--- config.mk ---
export PLATFORM = sky130hd
export DESIGN_NAME = dpram_dma_engine_flat
export DESIGN_NICKNAME = d
export VERILOG_FILES = /design/src/rtl/dpram_dma_engine_pkg.sv /design/src/rtl/dpram_dma_engine_if.sv /design/src/rtl/dpram_dma_engine.sv /design/src/flat_wrapper.sv
export SDC_FILE = /design/constraint.sdc
export NUM_CORES = 1
export LEC_CHECK = 0
export ABC_AREA = 1
export BUFFER_PORTS_ARGS = -buffer_cell sky130_fd_sc_hd__buf_4
export CELL_PAD_IN_SITES_DETAIL_PLACEMENT = 1
export CELL_PAD_IN_SITES_GLOBAL_PLACEMENT = 1
export CORE_MARGIN = 2
export CORE_UTILIZATION = 41
export CTS_BUF_LIST = sky130_fd_sc_hd__clkbuf_4 sky130_fd_sc_hd__clkbuf_8
export CTS_CLUSTER_SIZE = 40
export DETAILED_ROUTE_END_ITERATION = 12
export MAX_ROUTING_LAYER = met4
export PLACE_DENSITY = 0.95
export SETUP_SLACK_MARGIN = 0.2
export SLEW_MARGIN = 20
export SYNTH_ARGS = -nofsm -noshare
export SYNTH_HDL_FRONTEND = slang
export SYNTH_SLANG_ARGS = --single-unit
--- constraint.sdc ---
create_clock -name clk -period 6 [get_ports clk]
set_input_delay 1.2 -clock clk [delete_from_list [all_inputs] [get_ports clk]]
set_output_delay 1.2 -clock clk [all_outputs]
set_load 0.02 [all_outputs]
--- src/rtl/dpram_dma_engine_pkg.sv ---
// dpram_dma_pkg: shared types for the dual-port RAM DMA engine.
//   state_e : controller states
//   mode_e  : job type (block copy or block fill)
//   dir_e   : pointer walk direction for a copy
package dpram_dma_pkg;

    typedef enum logic [1:0] {
        IDLE  = 2'd0,
        RUN   = 2'd1,
        DRAIN = 2'd2,
        FIN   = 2'd3
    } state_e;

    typedef enum logic {
        MODE_COPY = 1'b0,
        MODE_FILL = 1'b1
    } mode_e;

    typedef enum logic {
        DIR_ASC  = 1'b0,
        DIR_DESC = 1'b1
    } dir_e;

endpackage

--- src/rtl/dpram_dma_engine_if.sv ---
// dpram_dma_engine_if: one port of a dual-port RAM.
//   en, we, addr, wdata : driven by the initiator (master)
//   rdata               : driven by the RAM (slave), combinational on addr
interface dpram_dma_engine_if #(
    parameter int ADDR_WIDTH = 8,
    parameter int DATA_WIDTH = 32
) ();
    logic                  en;
    logic                  we;
    logic [ADDR_WIDTH-1:0] addr;
    logic [DATA_WIDTH-1:0] wdata;
    logic [DATA_WIDTH-1:0] rdata;

    modport master (output en, we, addr, wdata, input rdata);
    modport slave  (input en, we, addr, wdata, output rdata);
endinterface

--- src/rtl/dpram_dma_engine.sv ---
// dpram_dma_engine: block copy (read port A, write port B) or block fill
// (port B only) at one word per cycle. Overlapping copies with the
// destination above the source walk downwards so no word is overwritten
// before it has been read.
//   clk, rst_n            : clock, synchronous active-low reset
//   start, mode           : job request (sampled in IDLE), 0 copy / 1 fill
//   src_addr, dst_addr    : base addresses
//   len                   : word count, legal 0..DEPTH
//   fill_data             : fill pattern
//   abort                 : cancel a running job
//   busy, done            : job in progress, one-cycle completion pulse
//   err, aborted          : qualifiers valid with done
//   port_a, port_b        : RAM ports (master side)
//
// state | meaning
// IDLE  | waiting for start
// RUN   | issuing one read (or fill slot) per cycle, writing the previous one
// DRAIN | last write in flight, no further reads
// FIN   | done pulse with err/aborted, then back to IDLE
module dpram_dma_engine
    import dpram_dma_pkg::*;
#(
    parameter int ADDR_WIDTH = 8,
    parameter int DATA_WIDTH = 32,
    parameter int DEPTH      = 1 << ADDR_WIDTH
) (
    input  logic                  clk,
    input  logic                  rst_n,
    input  logic                  start,
    input  logic                  mode,
    input  logic [ADDR_WIDTH-1:0] src_addr,
    input  logic [ADDR_WIDTH-1:0] dst_addr,
    input  logic [ADDR_WIDTH:0]   len,
    input  logic [DATA_WIDTH-1:0] fill_data,
    input  logic                  abort,
    output logic                  busy,
    output logic                  done,
    output logic                  err,
    output logic                  aborted,
    dpram_dma_engine_if.master    port_a,
    dpram_dma_engine_if.master    port_b
);

    localparam logic [ADDR_WIDTH:0]   DEPTH_W = (ADDR_WIDTH+1)'(DEPTH);
    localparam logic [ADDR_WIDTH:0]   ONE_C   = {{ADDR_WIDTH{1'b0}}, 1'b1};
    localparam logic [ADDR_WIDTH-1:0] ONE_A   = {{(ADDR_WIDTH-1){1'b0}}, 1'b1};

    state_e                state_q, state_d;
    mode_e                 mode_q, mode_d;
    dir_e                  dir_q, dir_d;
    logic [ADDR_WIDTH-1:0] rd_ptr_q, rd_ptr_d;
    logic [ADDR_WIDTH-1:0] wr_ptr_q, wr_ptr_d;
    logic [ADDR_WIDTH:0]   cnt_q, cnt_d;
    logic [DATA_WIDTH-1:0] fill_q, fill_d;
    logic                  busy_q, busy_d;
    logic                  done_q, done_d;
    logic                  err_q, err_d;
    logic                  aborted_q, aborted_d;
    logic                  a_en_q, a_en_d;
    logic [ADDR_WIDTH-1:0] a_addr_q, a_addr_d;
    // valid_q/data_q form the single pipeline stage between read and write;
    // they drive port B directly.
    logic                  valid_q, valid_d;
    logic [ADDR_WIDTH-1:0] b_addr_q, b_addr_d;
    logic [DATA_WIDTH-1:0] data_q, data_d;

    mode_e                 mode_in;
    logic                  start_desc;
    logic [ADDR_WIDTH-1:0] len_lo;
    logic                  unused_b_rdata;

    assign mode_in = mode_e'(mode);
    assign len_lo  = len[ADDR_WIDTH-1:0];
    // The upper bound is evaluated one bit wider so it does not wrap; overlaps
    // that wrap past the top of memory therefore fall back to ascending.
    assign start_desc = (mode_in == MODE_COPY) && (dst_addr > src_addr) &&
                        ({1'b0, dst_addr} < ({1'b0, src_addr} + len));
    assign unused_b_rdata = ^port_b.rdata;

    always_comb begin
        state_d   = state_q;
        mode_d    = mode_q;
        dir_d     = dir_q;
        rd_ptr_d  = rd_ptr_q;
        wr_ptr_d  = wr_ptr_q;
        cnt_d     = cnt_q;
        fill_d    = fill_q;
        busy_d    = busy_q;
        done_d    = 1'b0;
        err_d     = 1'b0;
        aborted_d = 1'b0;
        a_en_d    = 1'b0;
        a_addr_d  = '0;
        valid_d   = 1'b0;
        b_addr_d  = '0;
        data_d    = '0;

        unique case (state_q)
            IDLE: begin
                if (start) begin
                    if (len > DEPTH_W) begin
                        state_d = FIN;
                        done_d  = 1'b1;
                        err_d   = 1'b1;
                    end else if (len == '0) begin
                        state_d = FIN;
                        done_d  = 1'b1;
                    end else begin
                        state_d = RUN;
                        busy_d  = 1'b1;
                        mode_d  = mode_in;
                        fill_d  = fill_data;
                        cnt_d   = len;
                        dir_d   = start_desc ? DIR_DESC : DIR_ASC;
                        // len == DEPTH makes len_lo zero, so base-1 wraps to
                        // the correct last word.
                        rd_ptr_d = start_desc ? src_addr + len_lo - ONE_A : src_addr;
                        wr_ptr_d = start_desc ? dst_addr + len_lo - ONE_A : dst_addr;
                        a_en_d   = (mode_in == MODE_COPY);
                        a_addr_d = (mode_in == MODE_COPY) ? rd_ptr_d : '0;
                    end
                end
            end
            RUN: begin
                if (abort) begin
                    state_d   = FIN;
                    busy_d    = 1'b0;
                    done_d    = 1'b1;
                    aborted_d = 1'b1;
                end else begin
                    valid_d  = 1'b1;
                    b_addr_d = wr_ptr_q;
                    data_d   = (mode_q == MODE_FILL) ? fill_q : port_a.rdata;
                    wr_ptr_d = (dir_q == DIR_DESC) ? wr_ptr_q - ONE_A : wr_ptr_q + ONE_A;
                    if (cnt_q == ONE_C) begin
                        state_d = DRAIN;
                    end else begin
                        cnt_d    = cnt_q - ONE_C;
                        rd_ptr_d = (dir_q == DIR_DESC) ? rd_ptr_q - ONE_A : rd_ptr_q + ONE_A;
                        a_en_d   = (mode_q == MODE_COPY);
                        a_addr_d = (mode_q == MODE_COPY) ? rd_ptr_d : '0;
                    end
                end
            end
            DRAIN: begin
                state_d   = FIN;
                busy_d    = 1'b0;
                done_d    = 1'b1;
                aborted_d = abort;
            end
            FIN: begin
                state_d = IDLE;
            end
            default: begin
                state_d = IDLE;
                busy_d  = 1'b0;
            end
        endcase
    end

    always_ff @(posedge clk) begin
        if (!rst_n) begin
            state_q   <= IDLE;
            mode_q    <= MODE_COPY;
            dir_q     <= DIR_ASC;
            rd_ptr_q  <= '0;
            wr_ptr_q  <= '0;
            cnt_q     <= '0;
            fill_q    <= '0;
            busy_q    <= 1'b0;
            done_q    <= 1'b0;
            err_q     <= 1'b0;
            aborted_q <= 1'b0;
            a_en_q    <= 1'b0;
            a_addr_q  <= '0;
            valid_q   <= 1'b0;
            b_addr_q  <= '0;
            data_q    <= '0;
        end else begin
            state_q   <= state_d;
            mode_q    <= mode_d;
            dir_q     <= dir_d;
            rd_ptr_q  <= rd_ptr_d;
            wr_ptr_q  <= wr_ptr_d;
            cnt_q     <= cnt_d;
            fill_q    <= fill_d;
            busy_q    <= busy_d;
            done_q    <= done_d;
            err_q     <= err_d;
            aborted_q <= aborted_d;
            a_en_q    <= a_en_d;
            a_addr_q  <= a_addr_d;
            valid_q   <= valid_d;
            b_addr_q  <= b_addr_d;
            data_q    <= data_d;
        end
    end

    assign busy    = busy_q;
    assign done    = done_q;
    assign err     = err_q;
    assign aborted = aborted_q;

    assign port_a.en    = a_en_q;
    assign port_a.we    = 1'b0;
    assign port_a.addr  = a_addr_q;
    assign port_a.wdata = '0;

    assign port_b.en    = valid_q;
    assign port_b.we    = valid_q;
    assign port_b.addr  = b_addr_q;
    assign port_b.wdata = data_q;

endmodule

--- src/flat_wrapper.sv ---
// flat-port wrapper written by rule: the top's interface ports become plain ports
module dpram_dma_engine_flat import dpram_dma_pkg::*;
#(
    parameter int ADDR_WIDTH = 8,
    parameter int DATA_WIDTH = 32,
    parameter int DEPTH      = 1 << ADDR_WIDTH
)
  (clk, rst_n, start, mode, src_addr, dst_addr, len, fill_data, abort, busy, done, err, aborted, port_a_en, port_a_we, port_a_addr, port_a_wdata, port_a_rdata, port_b_en, port_b_we, port_b_addr, port_b_wdata, port_b_rdata);
  dpram_dma_engine_if #(.ADDR_WIDTH(ADDR_WIDTH), .DATA_WIDTH(DATA_WIDTH)) port_a_i ();
  dpram_dma_engine_if #(.ADDR_WIDTH(ADDR_WIDTH), .DATA_WIDTH(DATA_WIDTH)) port_b_i ();
  input  logic clk;
  input  logic rst_n;
  input  logic start;
  input  logic mode;
  input  logic [ADDR_WIDTH-1:0] src_addr;
  input  logic [ADDR_WIDTH-1:0] dst_addr;
  input  logic [ADDR_WIDTH:0] len;
  input  logic [DATA_WIDTH-1:0] fill_data;
  input  logic abort;
  output logic busy;
  output logic done;
  output logic err;
  output logic aborted;
  output wire logic [$bits(port_a_i.en)-1:0] port_a_en;
  output wire logic [$bits(port_a_i.we)-1:0] port_a_we;
  output wire logic [$bits(port_a_i.addr)-1:0] port_a_addr;
  output wire logic [$bits(port_a_i.wdata)-1:0] port_a_wdata;
  input wire logic [$bits(port_a_i.rdata)-1:0] port_a_rdata;
  output wire logic [$bits(port_b_i.en)-1:0] port_b_en;
  output wire logic [$bits(port_b_i.we)-1:0] port_b_we;
  output wire logic [$bits(port_b_i.addr)-1:0] port_b_addr;
  output wire logic [$bits(port_b_i.wdata)-1:0] port_b_wdata;
  input wire logic [$bits(port_b_i.rdata)-1:0] port_b_rdata;
  assign port_a_en = port_a_i.en;
  assign port_a_we = port_a_i.we;
  assign port_a_addr = port_a_i.addr;
  assign port_a_wdata = port_a_i.wdata;
  assign port_a_i.rdata = port_a_rdata;
  assign port_b_en = port_b_i.en;
  assign port_b_we = port_b_i.we;
  assign port_b_addr = port_b_i.addr;
  assign port_b_wdata = port_b_i.wdata;
  assign port_b_i.rdata = port_b_rdata;
  dpram_dma_engine #(.ADDR_WIDTH(ADDR_WIDTH), .DATA_WIDTH(DATA_WIDTH), .DEPTH(DEPTH)) u_core (.clk(clk), .rst_n(rst_n), .start(start), .mode(mode), .src_addr(src_addr), .dst_addr(dst_addr), .len(len), .fill_data(fill_data), .abort(abort), .busy(busy), .done(done), .err(err), .aborted(aborted), .port_a(port_a_i), .port_b(port_b_i));
endmodule
; Word level (Yosys, flattened, before mapping)
; Cells that the tools add are included.
[word_totals]
input_bits = 126
output_inout_bits = 88
elab_cells = 116
regBits = 115
[op_classes]
n_mux = 56
bitwise_logic = 6
reduce_logical = 14
magnitude_cmp = 3
n_eq_ne = 11
n_addsub = 10
[op_table]
columns = operator, n
row1 = 2-to-1 mux 8 bit, 20
row2 = one-hot mux 8 bit (2 select lines), 3
row3 = 2-to-1 mux 9 bit, 5
row4 = 2-to-1 mux 32 bit, 1
row5 = "subtractor 8 x 1 -> 8 bit, second input constant", 4
row6 = one-hot mux 9 bit (2 select lines), 1
row7 = "adder 8 x 1 -> 8 bit, second input constant", 2
row8 = adder 8 bit, 2
row9 = 2-to-1 mux 1 bit, 16
row10 = "!= test 2 bit, second input constant", 6
row11 = 2-to-1 mux 2 bit, 5
row12 = AND reduction 5 bit, 2
row13 = adder 8 x 9 -> 9 bit, 1
row14 = "equality test 9 x 1 -> 1 bit, second input constant", 1
row15 = "> comparator 9 bit, second input constant", 1
row16 = zero test 9 bit, 1
row17 = < comparator 8 x 9 -> 1 bit, 1
row18 = "subtractor 9 x 1 -> 9 bit, second input constant", 1
row19 = > comparator 8 bit, 1
row20 = one-hot mux 2 bit (4 select lines), 1
row21 = inverter 1 bit, 6
row22 = one-hot mux 1 bit (3 select lines), 2
row23 = AND reduction 6 bit, 1
row24 = "equality test 2 bit, second input constant", 2
row25 = other kinds (11), 14

; Logic depth before layout (Yosys ltp)
; Gate-level depths: netlist of run 1.
[depth]
word_depth = 9
ltp_mapped = 22
depth_no_buf = 22

; Worst setup path after synthesis of run 1
; No wires, ideal clock.
[synth_path]
path_type = in2reg
from = in src_addr[0]
to = reg u_core.rd_ptr_q[1]
cell_stages = 22
setup_ps = 135
t_required_ps = 5865
setup_slack_ps = 2417
arrival_time_ps = 3448
cell_sequence = ha_1 > inv_1 > fa_1 > nand3b_1 > nand2_2 > xor2_1 > ha_1 > nand2_1 > nand2_1 > nor2_1 > nand3_1 > nand2_1 > nand2_1 > nand2_1 > nand2_1 > nand2_4 > nand2_4 > buf_8 > nand2_2 > nand3_1 > nand2_1 > a21oi_1
[synth_via]
elab_chain_len = 8
[synth_rtl]
columns = item, line_no
row1 = start: declaration, flat_wrapper.sv:15  ; input logic [ADDR_WIDTH-1:0] src_addr;
row2 = adder 8 x 9 -> 9 bit / > comparator 8 bit (equally long branches), "dpram_dma_engine.sv:77, dpram_dma_engine.sv:76"
row3 = < comparator 8 x 9 -> 1 bit / logical AND 1 bit (equally long branches), "dpram_dma_engine.sv:77, dpram_dma_engine.sv:76"
row4 = logical AND 1 bit, dpram_dma_engine.sv:76  ; assign start_desc = (mode_in == MODE_COPY) && (dst_addr > src_addr) &&
row5 = 2-to-1 mux 8 bit (*), dpram_dma_engine.sv:117  ; rd_ptr_d = start_desc ? src_addr + len_lo - ONE_A : src_addr;
row6 = 2-to-1 mux 8 bit (*), dpram_dma_engine.sv:105  ; end else if (len == '0) begin
row7 = 2-to-1 mux 8 bit (*), dpram_dma_engine.sv:101  ; if (len > DEPTH_W) begin
row8 = 2-to-1 mux 8 bit (*), dpram_dma_engine.sv:100  ; if (start) begin
row9 = one-hot mux 8 bit (2 select lines) (*), dpram_dma_engine.sv:98  ; unique case (state_q)
row10 = end signal: assignment, dpram_dma_engine.sv:183  ; rd_ptr_q <= rd_ptr_d;
row11 = end: declaration, dpram_dma_engine.sv:51  ; logic [ADDR_WIDTH-1:0] rd_ptr_q, rd_ptr_d;
; Every way passes the cells marked *; elsewhere a longest branch is shown, timed or not. The select of a mux whose other input is x is not followed.
; A chain may end at the register's enable or synchronous reset.

; Worst setup path after layout of run 1
[layout_path]
from = in len[0]
to = reg u_core.rd_ptr_q[1]
[layout_via]
elab_chain_len = 8
[layout_rtl]
columns = item, line_no
row1 = start: declaration, flat_wrapper.sv:17  ; input logic [ADDR_WIDTH:0] len;
row2 = adder 8 x 9 -> 9 bit, dpram_dma_engine.sv:77  ; ({1'b0, dst_addr} < ({1'b0, src_addr} + len));
row3 = < comparator 8 x 9 -> 1 bit, dpram_dma_engine.sv:77
row4 = logical AND 1 bit, dpram_dma_engine.sv:76
row5 = 2-to-1 mux 8 bit, dpram_dma_engine.sv:117
row6 = 2-to-1 mux 8 bit, dpram_dma_engine.sv:105
row7 = 2-to-1 mux 8 bit, dpram_dma_engine.sv:101
row8 = 2-to-1 mux 8 bit, dpram_dma_engine.sv:100
row9 = one-hot mux 8 bit (2 select lines), dpram_dma_engine.sv:98
; Several ways; a longest one is shown, not always the timed one. The select of a mux whose other input is x is not followed.

==> results of run 1 <==
-- critical path, stage by stage --
cell	delay (ns)
sky130_fd_sc_hd__buf_4	0.11
sky130_fd_sc_hd__ha_1	0.17
sky130_fd_sc_hd__inv_1	0.06
sky130_fd_sc_hd__fa_1	0.40
sky130_fd_sc_hd__nand3b_1	0.20
sky130_fd_sc_hd__nand2_2	0.12
sky130_fd_sc_hd__xor2_1	0.21
sky130_fd_sc_hd__ha_1	0.28
sky130_fd_sc_hd__nand2_1	0.07
sky130_fd_sc_hd__nand2_1	0.05
sky130_fd_sc_hd__nor2_1	0.11
sky130_fd_sc_hd__nand3_1	0.08
sky130_fd_sc_hd__nand2_1	0.06
sky130_fd_sc_hd__nand2_1	0.04
sky130_fd_sc_hd__nand2_1	0.05
sky130_fd_sc_hd__nand2_1	0.08
sky130_fd_sc_hd__nand2_4	0.15
sky130_fd_sc_hd__nand2_4	0.22
sky130_fd_sc_hd__nand2_2	0.15
sky130_fd_sc_hd__nand3_1	0.13
sky130_fd_sc_hd__nand2_1	0.12
sky130_fd_sc_hd__a21oi_1	0.06
-- kinds of logic after synthesis --
logic type	synth area share [%]
flops	32.0
simple gates	19.0
xor+xnor	3.66
fa+ha+maj	13.6
buf+inv	15.2
other cells	0.0522
compound gates	16.5
-- layer usage --
layer	GRT usage [%]	share of wire, %	wire length (µm)
met1	27.2	42	9040
met2	43.1	50	10900
met3	5.37	6.1	1320
met4	8.85	2.3	490
met5	-	0	0
-- final cells by class --
class | count | area [µm²] | share of cell area (%)
clock buffer | 17 | 234 | 2.69
clock inverter | 15 | 160 | 1.84
inverter | 177 | 664 | 7.65
multi-input combinational | 671 | 3910 | 45.0
sequential | 115 | 2300 | 26.5
tap | 225 | 282 | 3.24
timing repair buffer | 151 | 1130 | 13.0
-- synthesized netlist by cell type (all sizes together) (3+ instances only) --
library cell	n	area share (%)
a211oi	4	0.42
o21ai	89	6.3
inv	175	9.1
nand3b	4	0.42
ha	70	12
nand3	34	2.4
nand4	6	0.52
nor2	49	2.7
nor4	3	0.35
clkbuf	29	1.5
buf	41	4.5
a21oi	99	7.5
dfxtp	115	32
nor3	7	0.56
or2	4	0.35
nand2	213	12
a31oi	4	0.35
fa	5	1.4
xor2	20	2.4
o211ai	8	0.84
xnor2	10	1.2
-- state kept, by name (all words and copies together), names as in the netlist --
| register | count |
|---|---|
| u_core.state_q | 2 |
| u_core.done | 1 |
| u_core.dir_q | 1 |
| u_core.fill_q | 32 |
| u_core.port_a.addr | 8 |
| u_core.wr_ptr_q | 8 |
| u_core.busy | 1 |
| u_core.port_b.addr | 8 |
| u_core.err | 1 |
| u_core.cnt_q | 9 |
| u_core.rd_ptr_q | 8 |
| u_core.aborted | 1 |
| u_core.port_a.en | 1 |
| u_core.port_b.wdata | 32 |
| u_core.port_b.en | 1 |
| u_core.mode_q | 1 |
-- worst paths after layout --
path,start,end,depth (start not counted)
max,len[0],u_core.rd_ptr_q[1],22
min,u_core.wr_ptr_q[4],u_core.port_b.addr[4],2
max reg2reg,u_core.state_q[1],u_core.cnt_q[4],12
min reg2reg,u_core.wr_ptr_q[4],u_core.port_b.addr[4],2
-- stage by stage --
stage / worst slack [ns] / cell area [µm²]
after global placement: 1.86 / 8290
after global routing: 1.91 / 8690
after detailed placement: 1.78 / 8290
after CTS: 2.24 / 8690
after floorplan: 2.42 / 7300
final: 2.19 / 8690
-- report_power, final --
part	internal (W)	switching, W
Sequential	0.000914	0.000101
Clock	0.000346	0.000388
Combinational	0.000472	0.000872
Total	0.00173	0.00136
==> summary by stage, run 1 <==
STA
The number of hold violations in the final report came to 0. The worst hold slack is 0.450 ns. Adding up every negative setup slack in the final design gives 0 ns. In this run the tightest slew margin relative to its limit is 34.3%. Subtracting the final worst setup slack from the clock period gives 3.81 ns.

For the final database, setup skew stands at 0.0193 ns. The count of pins over their slew limit is 0. Setup repair after global routing left no endpoint under its margin. The ratio of final minimum period to clock period is 63.6%.

Timing would allow up to 262 MHz. For the pin with the worst max-slew slack, the measured transition is 0.980 ns. Setup violations remaining at the end of the flow were counted as 0.

Worst setup path
The launching element type of the critical path is a primary input. The slack of the worst reg-to-reg path is 2.73 ns. The kind of capture point of the worst setup path is a flop. Data arrives at the worst endpoint at 4.12 ns. Of all nets on the critical path, the largest fanout is 23. The required time reported for the critical path endpoint is 6.31 ns. The worst setup path is of the primary input to flop kind.

Logic synthesis
The mapped netlist covers 7180 µm². Yosys mapped a number of flops with a built-in enable equal to 0. The cell count after synthesis came out at 1,001. The prevailing post-synth register cell is sky130_fd_sc_hd__dfxtp_1. The register bit count reported by yosys is 115. The Yosys step of the flow raised 0 warnings. The synthesized netlist contains 47 unique library cells. The average size of a mapped cell is 7.18 µm². Summing the sequential cell areas from Yosys gives 32.0% of the chip area.

After synthesis, the share of flip-flops with an asynchronous set or reset is 0%.

Routing
The count of nets left with antenna violations once routing finished came out at 0. The number of vias after detailed routing is 6,869. The routed design has 21,700 µm of wire. The number of detailed-route iterations in the first pass is 6. The detailed router finished its first iteration with 245 violations. The residual DRC count is 0. The routed wirelength normalized by instance count is 15.8 µm. Dividing the detail-routed via count by the number of cells gives 5.01.

Flow run
The tool flagged a number of max-cap violations equal to 0.

Clock tree
The later-pin clock latency in the skew report is 0.46 ns. The clock-pin slew of the registers on the worst-case setup and hold paths is 0.08 ns. The root buffer cell chosen for the clock tree is sky130_fd_sc_hd__clkbuf_8. The CTS tree is yes. The number of gates resized after CTS was 0. The clock drives 115 sinks. The number of buffers created by CTS is 17. The H-tree depth is 4. The number of buffers inserted by hold repair at cts is 0. Once the clock tree was built, the setup fixing pass inserted 0 buffers. The clock passes through at most 2 buffers.

Finish
The count of fill cells added during filler insertion is 2,236. Cells fill 50.4% of the core in the end. In the final layout, the share of cells above drive strength 1 is 19.2%.

Excluding fillers, the count of instances in the completed layout stands at 1,371. At the end of the flow, the number of nets in the layout was 1,334. The library cell used most frequently in the layout, excluding fill and tap cells, is sky130_fd_sc_hd__nand2_1.

The top cell types in the final layout, fill and taps aside, are 203 x sky130_fd_sc_hd__nand2_1, 167 x sky130_fd_sc_hd__inv_1, 151 x sky130_fd_sc_hd__buf_4. Relative to the synthesized area, the layout overhead comes to 21.0%. The number of antenna diodes in the final layout is 0.

Power and ir drop
The maximum vdd drop is 0.209 mV. Dividing total power by cell area gives a power density of 356 nW/µm². The leakage power is 4.57 nW.

The total power after layout is 0.00309 W.

Floorplanning
The die is 136 µm wide. The vertical die dimension is 136 µm. For this configuration, the core starts out at a cell density of 41.7%. In this run the count of I/O pins placed on the die edge is 214. In this run the standard cell core region covers 17,200 µm². The floorplan has 48 rows. The die covers 18,600 µm².

Placed design
The routability congestion estimate is 0.899. After detailed placement, the design holds a cell count of 1,339. Buffers placed on the I/O ports in this run total 148. Once detailed placement completed, the half-perimeter wirelength came to 16,400 µm.

GRT
The initial antenna violation count is 0. The overall overflow remaining after global route is 0. Entering global routing, the biggest net connects 60 pins. The wire length of the first global-routing pass is 34,600 µm.

The via count of the first global-routing pass is 7,248. The global-route usage over all layers is 24.5%.

Outcome
The run finished with clean final reports.

Min path
The type of the worst min-delay path is flop to flop.
No activity file was read; power rests on OpenSTA's default activity.
==> inputs of run 2 (changes only) <==
- CORE_UTILIZATION: 41 -> 38
- PLACE_DENSITY: 0.95 -> 0.94
- clock period: 6 -> 3.9 ns (I/O delays scaled with it)
==> run 2 against run 1 <==
Critical endpoint is now u_core.wr_ptr_q[1]. Design area is 1.1% higher. Clock-buffer cell count increased by 1. Flip-flop and latch count unchanged. Cell count increased by 0.95%. Sequential share of layout area down 0.28 points. First-iteration DRC count decreased by 6.9%. Largest cell class unchanged. Global-route usage down 2.0 points. Non-clock buffer count grew 4. Total power is 59% higher. Core utilization decreased by 3.3 points.
==> summary by stage, run 2 (synthesized netlist as in run 1, its figures left out) <==
Clock tree
The clock net sink count is 115. Once the clock tree was built, the setup fixing pass inserted 0 buffers. The number of gates given a new drive strength after cts is 0. Buffers inserted to repair hold after CTS numbered 0. Counting along the longest clock path gives a buffer depth of 2. TritonCTS built the clock tree. TritonCTS created 17 clock buffers. Clock latency on the worst-skew pair, taken at its later pin, is 0.45 ns.

Clock-pin slew was measured on the worst setup and hold paths at 0.07 ns. The H-tree generated during clock tree synthesis spans 4 levels. The clock root buffer is sky130_fd_sc_hd__clkbuf_8.

Routing
The first routing iteration left 228 violations. For this block, the routed nets add up to 21,900 µm of wire. The first detailed-routing pass ran for 6 iterations. The residual DRC count is 0. For this block, the via count after detailed routing is 6,924.

The routed wirelength normalized by instance count is 15.8 µm. The number of nets still failing antenna checks after routing is 0. The via count normalized by instance count is 5.00.

STA
Setup total negative slack on the finished layout was measured at 0 ns. The remaining max-slew budget at the tightest pin is 43.9%. The number of hold violations in the final report is 0.

The count of pins over their slew limit came to 0. The transition time at the pin with the least slew margin is 0.840 ns. The clock period minus worst slack is 3.35 ns. For the final database, setup skew stands at 0.0151 ns.

Setup violations remaining at the end of the flow were counted as 0. Dividing the final minimum period by the clock period gives 85.8%. The fmax is 299 MHz. Setup repair after global routing left no endpoint under its margin.

Finish
The net count of the finished layout is 1,338. In the layout the commonest cells are 203 x sky130_fd_sc_hd__nand2_1, 168 x sky130_fd_sc_hd__inv_1, 155 x sky130_fd_sc_hd__buf_4. After filler insertion, the fill cell instance count of the layout stands at 2,376. The most common cell after layout, fill and taps aside is sky130_fd_sc_hd__nand2_1. The repair_antennas step left the layout with diodes totalling 0.

Across the whole layout, storage elements account for 2300 µm². The final cell count without fillers is 1,384. The multi-input combinational cells in the finished layout cover a total of 3910 µm².

The area growth from synthesis to layout is 22.3%. The share of post-route cells with drive strength above 1 is 19.4%.

Outcome
The run finished with clean final reports.

Power and ir drop
Dividing total power by cell area gives a power density of 560 nW/µm². The total power after layout is 0.00492 W. The maximum vdd drop is 0.281 mV. Summed over all cells, the static leakage comes to 4.61 nW.

GRT
The global-route usage over all layers is 22.5%. The overall overflow remaining after global route is 0. The first global-routing pass estimated 34,700 µm of wire.

The initial antenna violation count is 0. The pin count of the biggest net entering global routing is 60. The via count of the first global-routing pass came to 7,134.

Floorplanning
The width of the die is 142 µm. In this run the core area contains 50 standard-cell rows. The top-level port count is 214. The vertical die dimension is 142 µm.

The area of the core region is 18,600 µm². Once the floorplan was initialized, standard cells occupied 38.5% of the core. The die footprint is 20,000 µm².

Worst setup path
At the worst endpoint, the arrival time is 3.67 ns. At the worst endpoint, the required time is 4.22 ns. The largest fanout on the critical path is 23. The worst setup path is of the primary input to flop kind. STA classifies the critical path endpoint as a flop. The launching element type of the critical path is a primary input.

Placed design
The count of buffers from port buffering is 148. The total half-perimeter wirelength after legalization and detailed placement is 16,600 µm. The routability congestion estimate is 0.882. The number of cells in the design after placement is 1,352.

Flow run
The tool flagged a number of max-cap violations equal to 0.

Min path
In this run the worst hold path is classified as flop to flop.
-- run 2: cell types whose count changed in the layout (fill, tap and decap cells not counted), sizes merged --
cell    delta
inv        -6
buf        +4
bufinv     +3
clkinv     +2
clkbuf     +1
-- run 2: critical path, stage by stage --
cell and delay (ns):
sky130_fd_sc_hd__buf_4 0.11, sky130_fd_sc_hd__ha_1 0.18, sky130_fd_sc_hd__inv_1 0.06, sky130_fd_sc_hd__fa_1 0.39, sky130_fd_sc_hd__nand3b_1 0.20, sky130_fd_sc_hd__nand2_2 0.12, sky130_fd_sc_hd__xor2_1 0.20, sky130_fd_sc_hd__ha_1 0.28
sky130_fd_sc_hd__nand2_1 0.07, sky130_fd_sc_hd__nand2_1 0.05, sky130_fd_sc_hd__nor2_1 0.10, sky130_fd_sc_hd__nand3_1 0.08, sky130_fd_sc_hd__nand2_1 0.06, sky130_fd_sc_hd__nand2_1 0.04, sky130_fd_sc_hd__nand2_1 0.05, sky130_fd_sc_hd__nand2_1 0.07
sky130_fd_sc_hd__nand2_4 0.15, sky130_fd_sc_hd__nand2_4 0.21, sky130_fd_sc_hd__nand2_1 0.12, sky130_fd_sc_hd__nand3_1 0.13, sky130_fd_sc_hd__nand2_1 0.11, sky130_fd_sc_hd__a21oi_1 0.06
-- run 2: worst paths after layout --
path	depth (start not counted)	endpoint	slack [ns]	startpoint
hold / removal	2	u_core.fill_q[30]	0.45	u_core.fill_q[30]
setup / recovery	22	u_core.wr_ptr_q[1]	0.55	len[0]
hold reg to reg	2	u_core.fill_q[30]	0.45	u_core.fill_q[30]
setup reg to reg	14	u_core.cnt_q[4]	1.09	u_core.state_q[1]
-- run 2: cell type report --
class,count,area share [%]
clock buffer,18,2.82
sequential,115,26.2
inverter,177,7.56
timing repair buffer,155,13.2
multi-input combinational,671,44.5
tap,234,3.33
clock inverter,14,2.29
-- run 2: report_power, final --
group / leakage (nW) / switching (W) / internal [W]
clock: 0.220 / 0.000550 / 0.000721
combinational: 3.46 / 0.00135 / 0.000736
sequential: 0.938 / 0.000161 / 0.00141
total: 4.61 / 0.00206 / 0.00286
-- run 2: through the flow --
step                      setup slack (ns)  hold slack [ns]  util (%)  cell area [µm²]
after floorplan                      0.737            0.423         -             7300
after global placement               0.240            0.434      44.7             8330
after detailed placement             0.142            0.443      44.7             8330
after CTS                            0.606            0.453      47.1             8780
after global routing                 0.324            0.469      47.1             8780
final                                0.553            0.451      47.1             8780
-- run 2: per-layer routing --
metal	vias to the layer above	GRT usage, %	part of all wire, %
li1	3382	-	-
met1	3281	25.2	41
met2	224	39.6	50
met3	37	4.96	7.2
met4	0	7.58	1.8
met5	-	-	0
==> inputs of run 3 (changes only) <==
- CAP_MARGIN: default -> 25
- REMOVE_ABC_BUFFERS: default -> 1
==> run 3 against run 2 <==
Non-clock buffer count grew 1. Fmax fell by 0.66%. Cell count about the same. Register-to-register slack better by 0.20 ns. Via count rose by 1.6%. Worst hold slack better by 0.0020 ns. Flip-flop and latch count is the same. Critical path type unchanged. Die area stayed put.
==> summary by stage, run 3 (synthesized netlist as in run 1, its figures left out) <==
Outcome
The flow ran to the end, and the final reports show no timing, DRC or antenna violations.

Worst setup path
The kind of capture point of the worst setup path is a flop. Counting both buffers and inverters, the worst setup path holds a total of 4. Walking the worst path, the cells encountered are buf_4 > inv_1 > ha_1 > inv_1 > o21bai_1 > a21oi_1 > o21ai_0 > xor2_1 > ha_1 > nand2_1 > inv_1 > nand2_1 > nand2_1 > nand2_1 > nand2_1 > nand2_4 > nand2_4 > nand2_2 > nand3_1 > nand2_1 > a21oi_1. For this run, the slowest stage of the critical path takes 0.34 ns. The critical path is of the primary input to flop type.

The library cell contributing the largest single delay on the critical path is sky130_fd_sc_hd__ha_1. The slack of the worst reg-to-reg path is 1.29 ns. The required time reported for the critical path endpoint is 4.24 ns. The largest fanout on the critical path is 23. The number of cells on the critical path is 21. The capturing element of the worst setup path is u_core.rd_ptr_q[4]. For the worst setup path, the data arrival time is 3.71 ns. The worst setup path is launched from a primary input. The start point of the critical path is len[2]. The endpoint identified for the worst register-to-register timing path is u_core.rd_ptr_q[4]. The number of cells on the worst reg-to-reg path is 12.

The cell family with the largest share of critical-path delay is simple AND/OR/NAND/NOR gates. The cell seen most often among critical-path stages is sky130_fd_sc_hd__nand2_1. In this run the critical register-to-register path is launched from u_core.state_q[1].

STA
The final setup slack of the worst path is 0.531 ns. The worst hold slack is 0.453 ns. For the final database, setup skew stands at 0.0193 ns. Static timing analysis puts the maximum clock frequency at 297 MHz. Of the available clock period, the critical path in the final layout requires 86.4%.

Setup repair after global routing left no endpoint under its margin. The count of pins over their slew limit is 0. Measured against its own limit, the worst slew margin works out to 44.4%. The number of hold violations in the final report came to 0. For the pin with the worst max-slew slack, the measured transition is 0.832 ns. The clock period minus worst slack is 3.37 ns. Setup violations remaining at the end of the flow were counted as 0. The accumulated negative setup slack is 0 ns.

Floorplanning
The floorplan step set the die width to 142 µm. The initial standard-cell utilization of the core is 38.5%. The area of the core region is 18,600 µm². The die footprint is 20,000 µm². 214 I/O pins were placed. The cell row count is 50.

Measured along the y axis, the die boundary spans 142 µm.

Min path
The type of the worst min-delay path is flop to flop.

Routing
The residual DRC count is 0. Once detail routing completed, the nets flagged for antenna violations numbered 0. The length of routed wiring on met1 is 9610 µm. The routed layout has 7,036 vias.

The top routing layer in use is met4. Dividing the detail-routed wire length by the instance count gives 16.6 µm. The via count normalized by instance count is 5.08. The detailed-routed wire length on met2 is 11,400 µm.

The routed design has 23,000 µm of wire. The first detailed-routing pass ran for 5 iterations. The starting DRC count in detailed routing is 277. The met3 routed wirelength is 1370 µm.

Clock tree
The number of buffers on the longest clock path is 2. The number of setup buffers added after CTS is 0. The clock-pin slew of the registers on the worst-case setup and hold paths is 0.08 ns.

For this design, the sink count on the clock tree is 115. The tree is rooted in a sky130_fd_sc_hd__clkbuf_8. The number of buffers inserted by hold repair at cts is 0.

Buffers inserted during clock tree synthesis total 17. The H-tree generated during clock tree synthesis spans 4 levels. The later-pin clock latency in the skew report is 0.47 ns. The CTS tree is yes. The number of gates given a new drive strength after cts is 0.

Power and ir drop
The total power divided by cell area is 567 nW/µm². The maximum vdd drop is 0.223 mV. The design draws 0.00498 W. In this run the static leakage power is 4.62 nW.

Finish
The share of post-route cells with drive strength above 1 is 19.5%. Leaving out fill and tap cells, the most frequent cells in the layout are 203 x sky130_fd_sc_hd__nand2_1, 168 x sky130_fd_sc_hd__inv_1, 156 x sky130_fd_sc_hd__buf_4. The number of antenna diodes in the final layout is 0. Counting the fill cells in the layout gives 2,341. The layout-stage area growth over the synthesis result is 22.3%. The net count of the finished layout is 1,339. Measured on the finished design, the core utilization comes to 47.1%. The most common cell after layout, fill and taps aside is sky130_fd_sc_hd__nand2_1.

GRT
The wire length of the first global-routing pass is 36,100 µm. Across every metal layer, demand over resource in global routing totals 23.6%. The overall overflow remaining after global route is 0. The pin count of the biggest net entering global routing is 60. The initial antenna violation count is 0. The via count of the first global-routing pass came to 7,327.

Placed design
The routability congestion estimate is 0.936. The total half-perimeter wirelength after legalization and detailed placement is 17,000 µm. In this run the tool buffered the top-level ports with 148 buffer cells.

Prior to clock tree synthesis, the placed netlist has a worst setup slack of 0.127 ns.

Flow run
Max-cap violations in this run came to 0.
[run 3: changes by cell type in the layout (fill, tap and decap cells not counted), sizes merged]
cell    previous run  this run
buf              155       156
clkinv             7         6
inv              178       179
[run 3: worst min-delay path by stage]
| stage | slack, ns | from | to | depth (start not counted) |
|---|---|---|---|---|
| 4_1_cts | 0.46 | u_core.fill_q[31] | u_core.fill_q[31] | 2 |
| 3_3_place_gp | 0.43 | u_core.fill_q[26] | u_core.fill_q[26] | 2 |
| 2_1_floorplan | 0.42 | u_core.wr_ptr_q[2] | u_core.port_b.addr[2] | 2 |
| 5_1_grt | 0.48 | u_core.fill_q[13] | u_core.fill_q[13] | 2 |
| 6_report | 0.45 | u_core.fill_q[31] | u_core.fill_q[31] | 2 |
| 3_5_place_dp | 0.44 | u_core.fill_q[30] | u_core.fill_q[30] | 2 |
[run 3: power breakdown]
| group | leakage [nW] | internal (W) | switching, W |
|---|---|---|---|
| Clock | 0.218 | 0.000712 | 0.000557 |
| Sequential | 0.938 | 0.00141 | 0.000171 |
| Combinational | 3.46 | 0.000743 | 0.00139 |
| Total | 4.62 | 0.00286 | 0.00212 |
[run 3: area by class of cell]
class | instances | area [µm²] | area share (%)
clock inverters | 14 | 201 | 2.29
clock buffers | 18 | 241 | 2.75
repair buffers | 156 | 1170 | 13.3
multi-input cells | 671 | 3910 | 44.5
flip-flops and latches | 115 | 2300 | 26.2
inverters | 177 | 664 | 7.56
well taps | 234 | 293 | 3.33
[run 3: layer usage]
| layer | vias up | global-route usage [%] |
|---|---|---|
| met5 | - | - |
| met3 | 52 | 4.72 |
| li1 | 3384 | - |
| met1 | 3350 | 26.1 |
| met4 | 0 | 9.68 |
| met2 | 250 | 41.6 |
[run 3: worst min-delay path: stages, from the launching register on]
cell and delay (ns):
sky130_fd_sc_hd__dfxtp_1 0.31, sky130_fd_sc_hd__inv_1 0.05, sky130_fd_sc_hd__a21oi_1 0.05
[run 3: through the flow]
stage               std cells  area (µm²)
CTS                      1385        8780
global route             1385        8780
global placement         1353        8340
finish                   1385        8780
detailed placement       1353        8340
floorplan                 963        6880
